File: config.mk
export PLATFORM = sky130hd
export DESIGN_NAME = inst_fetch_buffer
export DESIGN_NICKNAME = d
export VERILOG_FILES = /design/src/rtl/inst_fetch_buffer.sv
export SDC_FILE = /design/constraint.sdc
export NUM_CORES = 1
export LEC_CHECK = 0
export BUFFER_PORTS_ARGS = -buffer_cell sky130_fd_sc_hd__clkbuf_2
export CORE_ASPECT_RATIO = 1.5
export CORE_MARGIN = 1.5
export CORE_UTILIZATION = 40
export CTS_CLUSTER_DIAMETER = 200
export DETAILED_ROUTE_END_ITERATION = 10
export GPL_ROUTABILITY_DRIVEN = 1
export SETUP_SLACK_MARGIN = 0.1
export SLEW_MARGIN = 20
export SYNTH_ARGS = -nofsm -noshare
export SYNTH_HDL_FRONTEND = slang
export SYNTH_SLANG_ARGS = --single-unit
File: constraint.sdc
create_clock -name clk -period 4.1 [get_ports clk]
set_clock_uncertainty 0.15 [all_clocks]
set_input_delay 0.82 -clock clk [delete_from_list [all_inputs] [get_ports clk]]
set_output_delay 0.82 -clock clk [all_outputs]
set_load 0.01 [all_outputs]
File: src/rtl/inst_fetch_buffer.sv
// Instruction fetch stage between InstCache and InstQueue: single-outstanding
// credit-gated fetch, BUF_DEPTH-entry FIFO, ROB redirect flush; optional JAL predict via FETCH_PREDICT_EN.
module inst_fetch_buffer #(
    parameter int ADDR_WIDTH = 32,
    parameter int INST_WIDTH = 32,
    parameter int BUF_DEPTH  = 4,
    parameter int BUF_PTR_W  = 2,
    parameter logic [ADDR_WIDTH-1:0] PC_STEP  = 4,
    parameter logic [ADDR_WIDTH-1:0] RESET_PC = '0
) (
    input  logic                  clk,
    input  logic                  rst,
    input  logic                  rdy,
    input  logic                  InstCache_inst_valid,
    input  logic [INST_WIDTH-1:0] InstCache_inst,
    output logic                  InstCache_inst_read_valid,
    output logic [ADDR_WIDTH-1:0] InstCache_inst_addr,
    input  logic                  InstQueue_queue_is_full,
    output logic                  InstQueue_inst_valid,
    output logic [INST_WIDTH-1:0] InstQueue_inst,
    output logic [ADDR_WIDTH-1:0] InstQueue_pc,
    output logic                  InstQueue_pred_taken,
    input  logic                  ROB_jump_judge,
    input  logic [ADDR_WIDTH-1:0] ROB_pc
);

    localparam logic [BUF_PTR_W-1:0] PTR_ONE = {{(BUF_PTR_W-1){1'b0}}, 1'b1};
    localparam logic [BUF_PTR_W:0]   CNT_ONE = {{BUF_PTR_W{1'b0}}, 1'b1};
    localparam logic [BUF_PTR_W+1:0] DEPTH_L = (BUF_PTR_W+2)'(BUF_DEPTH);

    logic [ADDR_WIDTH-1:0] fetch_pc;
    logic [ADDR_WIDTH-1:0] req_pc;
    logic                  outstanding;
    logic                  drop;

    logic [INST_WIDTH-1:0] inst_mem [BUF_DEPTH];
    logic [ADDR_WIDTH-1:0] pc_mem   [BUF_DEPTH];
    logic [BUF_PTR_W-1:0]  wr_ptr;
    logic [BUF_PTR_W-1:0]  rd_ptr;
    logic [BUF_PTR_W:0]    count;

    logic                  resp;
    logic                  redirect;
    logic                  push;
    logic                  pop;
    logic                  issue;
    logic [BUF_PTR_W+1:0]  credit_used;

`ifdef FETCH_PREDICT_EN
    logic                  pred_mem [BUF_DEPTH];
    logic                  is_jal;
    logic [ADDR_WIDTH-1:0] jal_imm;
    logic [ADDR_WIDTH-1:0] jal_target;
    logic                  q_pred;

    assign is_jal     = (InstCache_inst[6:0] == 7'b1101111);
    assign jal_imm    = {{(ADDR_WIDTH-20){InstCache_inst[31]}},
                         InstCache_inst[19:12], InstCache_inst[20],
                         InstCache_inst[30:21], 1'b0};
    assign jal_target = req_pc + jal_imm;
    assign InstQueue_pred_taken = q_pred;
`else
    assign InstQueue_pred_taken = 1'b0;
`endif

    // Handshake qualifiers; a redirect overrides push, pop and issue alike
    always_comb begin
        resp        = InstCache_inst_valid && outstanding;
        redirect    = ROB_jump_judge;
        push        = resp && !drop && !redirect;
        pop         = (count != '0) && !InstQueue_queue_is_full && !redirect;
        credit_used = {1'b0, count} + {{(BUF_PTR_W+1){1'b0}}, outstanding};
        issue       = !outstanding && !redirect && (credit_used < DEPTH_L);
    end

    // Fetch PC, request pulse and outstanding/stale-response tracking
    always_ff @(posedge clk) begin
        if (rst) begin
            fetch_pc                  <= RESET_PC;
            req_pc                    <= '0;
            outstanding               <= 1'b0;
            drop                      <= 1'b0;
            InstCache_inst_read_valid <= 1'b0;
            InstCache_inst_addr       <= '0;
        end else if (rdy) begin
            InstCache_inst_read_valid <= 1'b0;
            InstCache_inst_addr       <= '0;
            if (resp) begin
                outstanding <= 1'b0;
                drop        <= 1'b0;
            end
            if (redirect) begin
                fetch_pc <= ROB_pc;
                if (outstanding && !InstCache_inst_valid)
                    drop <= 1'b1;
            end else if (issue) begin
                InstCache_inst_read_valid <= 1'b1;
                InstCache_inst_addr       <= fetch_pc;
                req_pc                    <= fetch_pc;
                fetch_pc                  <= fetch_pc + PC_STEP;
                outstanding               <= 1'b1;
            end
`ifdef FETCH_PREDICT_EN
            else if (push && is_jal) begin
                fetch_pc <= jal_target;
            end
`endif
        end
    end

    // FIFO pointers and occupancy; a redirect empties the buffer
    always_ff @(posedge clk) begin
        if (rst) begin
            wr_ptr <= '0;
            rd_ptr <= '0;
            count  <= '0;
        end else if (rdy) begin
            if (redirect) begin
                wr_ptr <= '0;
                rd_ptr <= '0;
                count  <= '0;
            end else begin
                if (push)
                    wr_ptr <= wr_ptr + PTR_ONE;
                if (pop)
                    rd_ptr <= rd_ptr + PTR_ONE;
                unique case ({push, pop})
                    2'b10:   count <= count + CNT_ONE;
                    2'b01:   count <= count - CNT_ONE;
                    default: count <= count;
                endcase
            end
        end
    end

    // FIFO storage; contents need no reset since occupancy guards reads
    always_ff @(posedge clk) begin
        if (rdy && push) begin
            inst_mem[wr_ptr] <= InstCache_inst;
            pc_mem[wr_ptr]   <= req_pc;
`ifdef FETCH_PREDICT_EN
            pred_mem[wr_ptr] <= is_jal;
`endif
        end
    end

    // Registered push toward InstQueue; data is zero whenever no push
    always_ff @(posedge clk) begin
        if (rst) begin
            InstQueue_inst_valid <= 1'b0;
            InstQueue_inst       <= '0;
            InstQueue_pc         <= '0;
`ifdef FETCH_PREDICT_EN
            q_pred               <= 1'b0;
`endif
        end else if (rdy) begin
            InstQueue_inst_valid <= pop;
            InstQueue_inst       <= pop ? inst_mem[rd_ptr] : '0;
            InstQueue_pc         <= pop ? pc_mem[rd_ptr] : '0;
`ifdef FETCH_PREDICT_EN
            q_pred               <= pop ? pred_mem[rd_ptr] : 1'b0;
`endif
        end
    end

endmodule

-- Word-level counts from Yosys, hierarchy flattened
Memory sizes are Yosys's and may differ from the RTL's. A register that Yosys moved wholly into a read port is not among the register bits.
Index checks and enable logic that the tools add are counted.
- $add $sub $neg: 6
- $lt $le $gt $ge: 1
- eq/ne operators: 2
- multiplexer cells: 26
- bitwise gates (word level): 1
- reduce and logical (&&, ||, !) cells: 24
- operators with widths (operator ; number):
    two-way mux 32 bit ; 6
    adder 32 x 3 -> 32 bit (second input constant) ; 1
    two-way mux 2 bit ; 8
    two-way mux 1 bit ; 10
    logical AND 1 bit ; 9
    AND reduction 2 bit ; 4
    one-hot mux 3 bit (2 select lines) ; 1
    nonzero test 2 bit ; 3
    nonzero test 3 bit ; 2
    logical NOT 1 bit ; 5
    adder 2 x 1 -> 2 bit (second input constant) ; 2
    adder 3 x 1 -> 4 bit ; 1
    less-than comparator 4 x 3 -> 1 bit (second input constant) ; 1
    adder 3 x 1 -> 3 bit (second input constant) ; 1
    two-way mux 3 bit ; 1
    AND reduction 3 bit ; 1
    subtractor 3 x 1 -> 3 bit (second input constant) ; 1
    equality test 2 x 1 -> 1 bit (second input constant) ; 1
    equality test 2 bit (second input constant) ; 1
    inverter 1 bit ; 1
- register bits: 171
- memory bits (writable): 256
- input port bits: 70
- output and inout port bits: 99
- word-level logic and storage cells: 74
- memories: 2
- memory list (memory ; depth ; width ; read ports ; clocked after memory_dff ; write ports ; RTL line ; source):
    inst_mem ; 4 ; 32 ; 1 ; 1 ; 1 ; 36 ; logic [INST_WIDTH-1:0] inst_mem [BUF_DEPTH];
    pc_mem ; 4 ; 32 ; 1 ; 1 ; 1 ; 37 ; logic [ADDR_WIDTH-1:0] pc_mem [BUF_DEPTH];

-- Depth between registers and ports, before layout
- depth in word-level cells: 7
- gate-level depth with buffers: 9
- gate-level depth less buffers: 7

-- Worst setup path before layout
Ideal clock, no wire load.
- path kind: input port to flip-flop
- start point: input ROB_jump_judge
- end point: memory inst_mem[0][0] (enable)
- setup time: 0.429 ns
- arrival: 2.750 ns
- data required time: 3.521 ns
- path slack: 0.771 ns
- stages: 3
- path buffers: 0
- cell sequence: nand2b_1 -> nor2_1 -> and2_1
- word-level cells in the longest chain between the ends: 5
- RTL lines (element ; RTL line ; source):
    start: declaration ; 23 ; input logic ROB_jump_judge,
    logical NOT 1 bit ; 70 ; push = resp && !drop && !redirect;
    logical AND 1 bit ; 70 ;
    logical AND 1 bit ; 138 ; if (rdy && push) begin
    two-way mux 1 bit ; 138 ;
    two-way mux 1 bit (implied by the code) ; 139 ; inst_mem[wr_ptr] <= InstCache_inst;
    end: declaration ; 36 ;
Every way passes these cells.

-- Worst setup path after layout
- start point: register fetch_pc[7]
- end point: register fetch_pc[31]
- word-level cells in the longest chain between the ends: 3
- RTL lines (element ; RTL line ; source):
    start: declaration ; 31 ; logic [ADDR_WIDTH-1:0] fetch_pc;
    start signal: assignment ; 93 ; fetch_pc <= ROB_pc;
    start signal: assignment ; 100 ; fetch_pc <= fetch_pc + PC_STEP;
    adder 32 x 3 -> 32 bit ; 100 ;
    two-way mux 32 bit ; 96 ; end else if (issue) begin
    two-way mux 32 bit ; 92 ; if (redirect) begin
Every way passes these cells. The select of a mux whose other input is x is not followed.
A chain may end at the register's enable or synchronous reset.

==> metrics.txt <==
Final Max Slew Viols=0; critical-path maximum fanout=13; # H-tree levels=2; share of the synthesized area in the top cell type=48.02%; insertion delay to the later sink of the worst-skew pair=0.54 ns; die span in x=166.3 um; status=finished, violations left; DR vias/cell=5.451; slowest cell on the critical path=nor3_2; Buffers & Inverters on Critical Path=0; synth top area cells=edfxtp_1, dfxtp_1, mux4_2; f_max=374.9 MHz; power per cell area=452.6 nW/um2; peak supply drop=319.3 uV; final setup fails=0; Max Cap Violations=0; I/O pin cnt=169; failing checks=design-rule violations; DP HPWL=23,650 um; post-synth top area cell=edfxtp_1; switching part of the total=21.04%; cell leakage power=6.476 nW; Post-CTS Setup Repair Bufs=0; # fillers=3,557; CTS Sinks=429; sum of negative setup slack=0 ns; Overflow after GRT=0; Post-Syn Area=16,010 um2; placer congestion estimate=0.8735; commonest non-fill, non-tap cells in the layout=edfxtp_1, dfxtp_1, clkbuf_2, nand2_1, nor2_1; CTS buffer count=40; # DRC=11; commonest non-fill, non-tap cell in the layout=edfxtp_1; CP required=4.40 ns; initial core utilization=40.61%; synthesized instance count=1,135; Ys Warns=0; Comb pwr share=3.2%; Final nets=1,358; sequential share of power=55.1%; post-route minimum period=2.667 ns; Hold Buf Count CTS=0; CP peak stage delay=0.67 ns; Startpoint Class=flip-flop; Core Area=39,420 um2; Synth Flop Type=edfxtp_1; WL/cell=20.67 um; DRT antenna net count=0; Die Y=248.0 um; DRT iter0 DRCs=689; EDFF count, synth=256; Fin. Hold Viols=0; CP cell instances=nand4_1, nor3_2, nand4_1, or3_1, a31oi_1; Clock power frac=41.7%; CTS tree=done; Area growth syn-to-layout=16.28%; syn nets=1,211; syn_area_per_cell=14.10 um2; Setup Crit Path Kind=flip-flop to flip-flop; sw power=1.773 mW; Place WS=0.9566 ns; most used cell, CP=nand4_1; GR Util All Layers=18.26%; CTS resizes=0; Worst Tran Pin Value=1.004 ns; Port-buffer cells=167; period utilisation layout=65.06%; Hold Crit Class=flip-flop to flip-flop; Clock transition at path regs=0.06 ns; Synth Register Bits=429; RSZ-0062 raised after global routing=false; layout cell share with drive strength beyond 1=24.62%; Pwr Total=8.425 mW; DIE AREA=41,250 um2; Antenna diodes=0; crit path capture type=flip-flop; vias in the first global route=9,954; DRT Pass-1 Iters=8; Final WS setup=1.433 ns; Rows=89; first-pass GRT wire length=57,790 um; Clock Path Buffers=3; Synth async-reset ratio=0%; routed vias=9,878; Seq/Total Area, Yosys=69.66%; Rel. slew slack=33.10%; initial antenna violation count=0; total wire length=37,460 um; hold_sp=fetch_pc[1]; Reg-to-Reg Start=fetch_pc[7]; crit path from=fetch_pc[7]; internal power=6.652 mW; clock root cell=clkbuf_16; Top Family by Delay on Critical Path=simple AND/OR/NAND/NOR gates; library cells used by synthesis=65; crit path DAT=2.97 ns; largest net degree at the start of global routing=72
==> sequential cells by signal (all words and copies together), names as in the netlist, 2 cells and up, named ones only <==
signal	flops
inst_mem	128
count	3
fetch_pc	32
rd_ptr	2
req_pc	32
InstCache_inst_addr	32
wr_ptr	2
InstQueue_pc	32
pc_mem	128
InstQueue_inst	32
==> kinds of logic after synthesis <==
family	count (synthesis)	share of synthesized area, %
compound gates	226	9.114
xor+xnor	2	0.1094
fa+ha+maj	6	0.5159
buf+inv	90	2.298
flops	429	69.66
mux	69	9.317
other cells	1	0.02343
simple gates	312	8.965
==> worst paths after layout <==
kind / endpoint / slack (ns) / cells after the start
worst min-delay path: fetch_pc[1] / 0.31 / 2
worst max-delay path: fetch_pc[31] / 1.43 / 5
worst max register to register: fetch_pc[31] / 1.43 / 5
worst min register to register: fetch_pc[1] / 0.31 / 2
==> cell usage after synthesis (all sizes together) (3+ instances only) <==
| library cell | count |
|---|---|
| nand4 | 11 |
| nor2 | 112 |
| a31oi | 3 |
| or3 | 7 |
| mux4 | 64 |
| nor4b | 3 |
| and2 | 6 |
| edfxtp | 256 |
| a21oi | 92 |
| buf | 29 |
| dfxtp | 173 |
| nor3 | 15 |
| ha | 5 |
| clkbuf | 52 |
| nand2 | 112 |
| nor4 | 13 |
| a211oi | 7 |
| nand3 | 12 |
| o21ai | 18 |
| mux2i | 5 |
| nand2b | 3 |
| inv | 9 |
| nand3b | 3 |
| a221oi | 3 |
| a22oi | 71 |
| and3 | 6 |
==> stage by stage <==
| stage | std cells | cell area [um2] | util, % | hold WS [ns] |
|---|---|---|---|---|
| 4_1_cts | 1812 | 18610 | 47.22 | 0.3070 |
| 3_3_place_gp | 1740 | 17380 | 44.08 | 0.2933 |
| 2_1_floorplan | 1135 | 16010 | - | 0.2866 |
| 3_5_place_dp | 1740 | 17380 | 44.08 | 0.2981 |
| 5_1_grt | 1812 | 18610 | 47.22 | 0.3345 |
| 6_report | 1812 | 18610 | 47.22 | 0.3051 |
==> power groups by stage <==
stage          Clock (mW)  Sequential [mW]  Combinational, mW
4_1_cts              3.59             4.64              0.276
3_3_place_gp            0             4.73              0.270
6_report             3.51             4.64              0.274
5_1_grt              3.75             4.64              0.303
2_1_floorplan           0             4.72              0.162
3_5_place_dp            0             4.73              0.275
==> routing by layer <==
layer  vias up  GRT usage [%]  wire, um
met5         -              0         0
met4         0          6.043       981
met1      4931          22.66     15580
met3        64          2.685      1870
li1       4597              -         -
met2       286          32.89     19020
==> cell type report <==
class	instances	area (um2)	share of cell area [%]
Multi-Input combinational cell	616	4511	24.23
Tap cell	500	625.6	3.361
Inverter	9	35.03	0.1882
Clock inverter	14	76.32	0.4100
Clock buffer	58	1161	6.238
Timing Repair Buffer	186	1047	5.626
Sequential cell	429	11160	59.94
==> worst reg2reg max path: cells and delay by family (launching register included) <==
family	cells	cell delay, ns
AOI/OAI and AO/OA	1	0.16
and+or+nand+nor	4	1.79
DFF	1	0.50
Power figures use the tool's default switching activity.
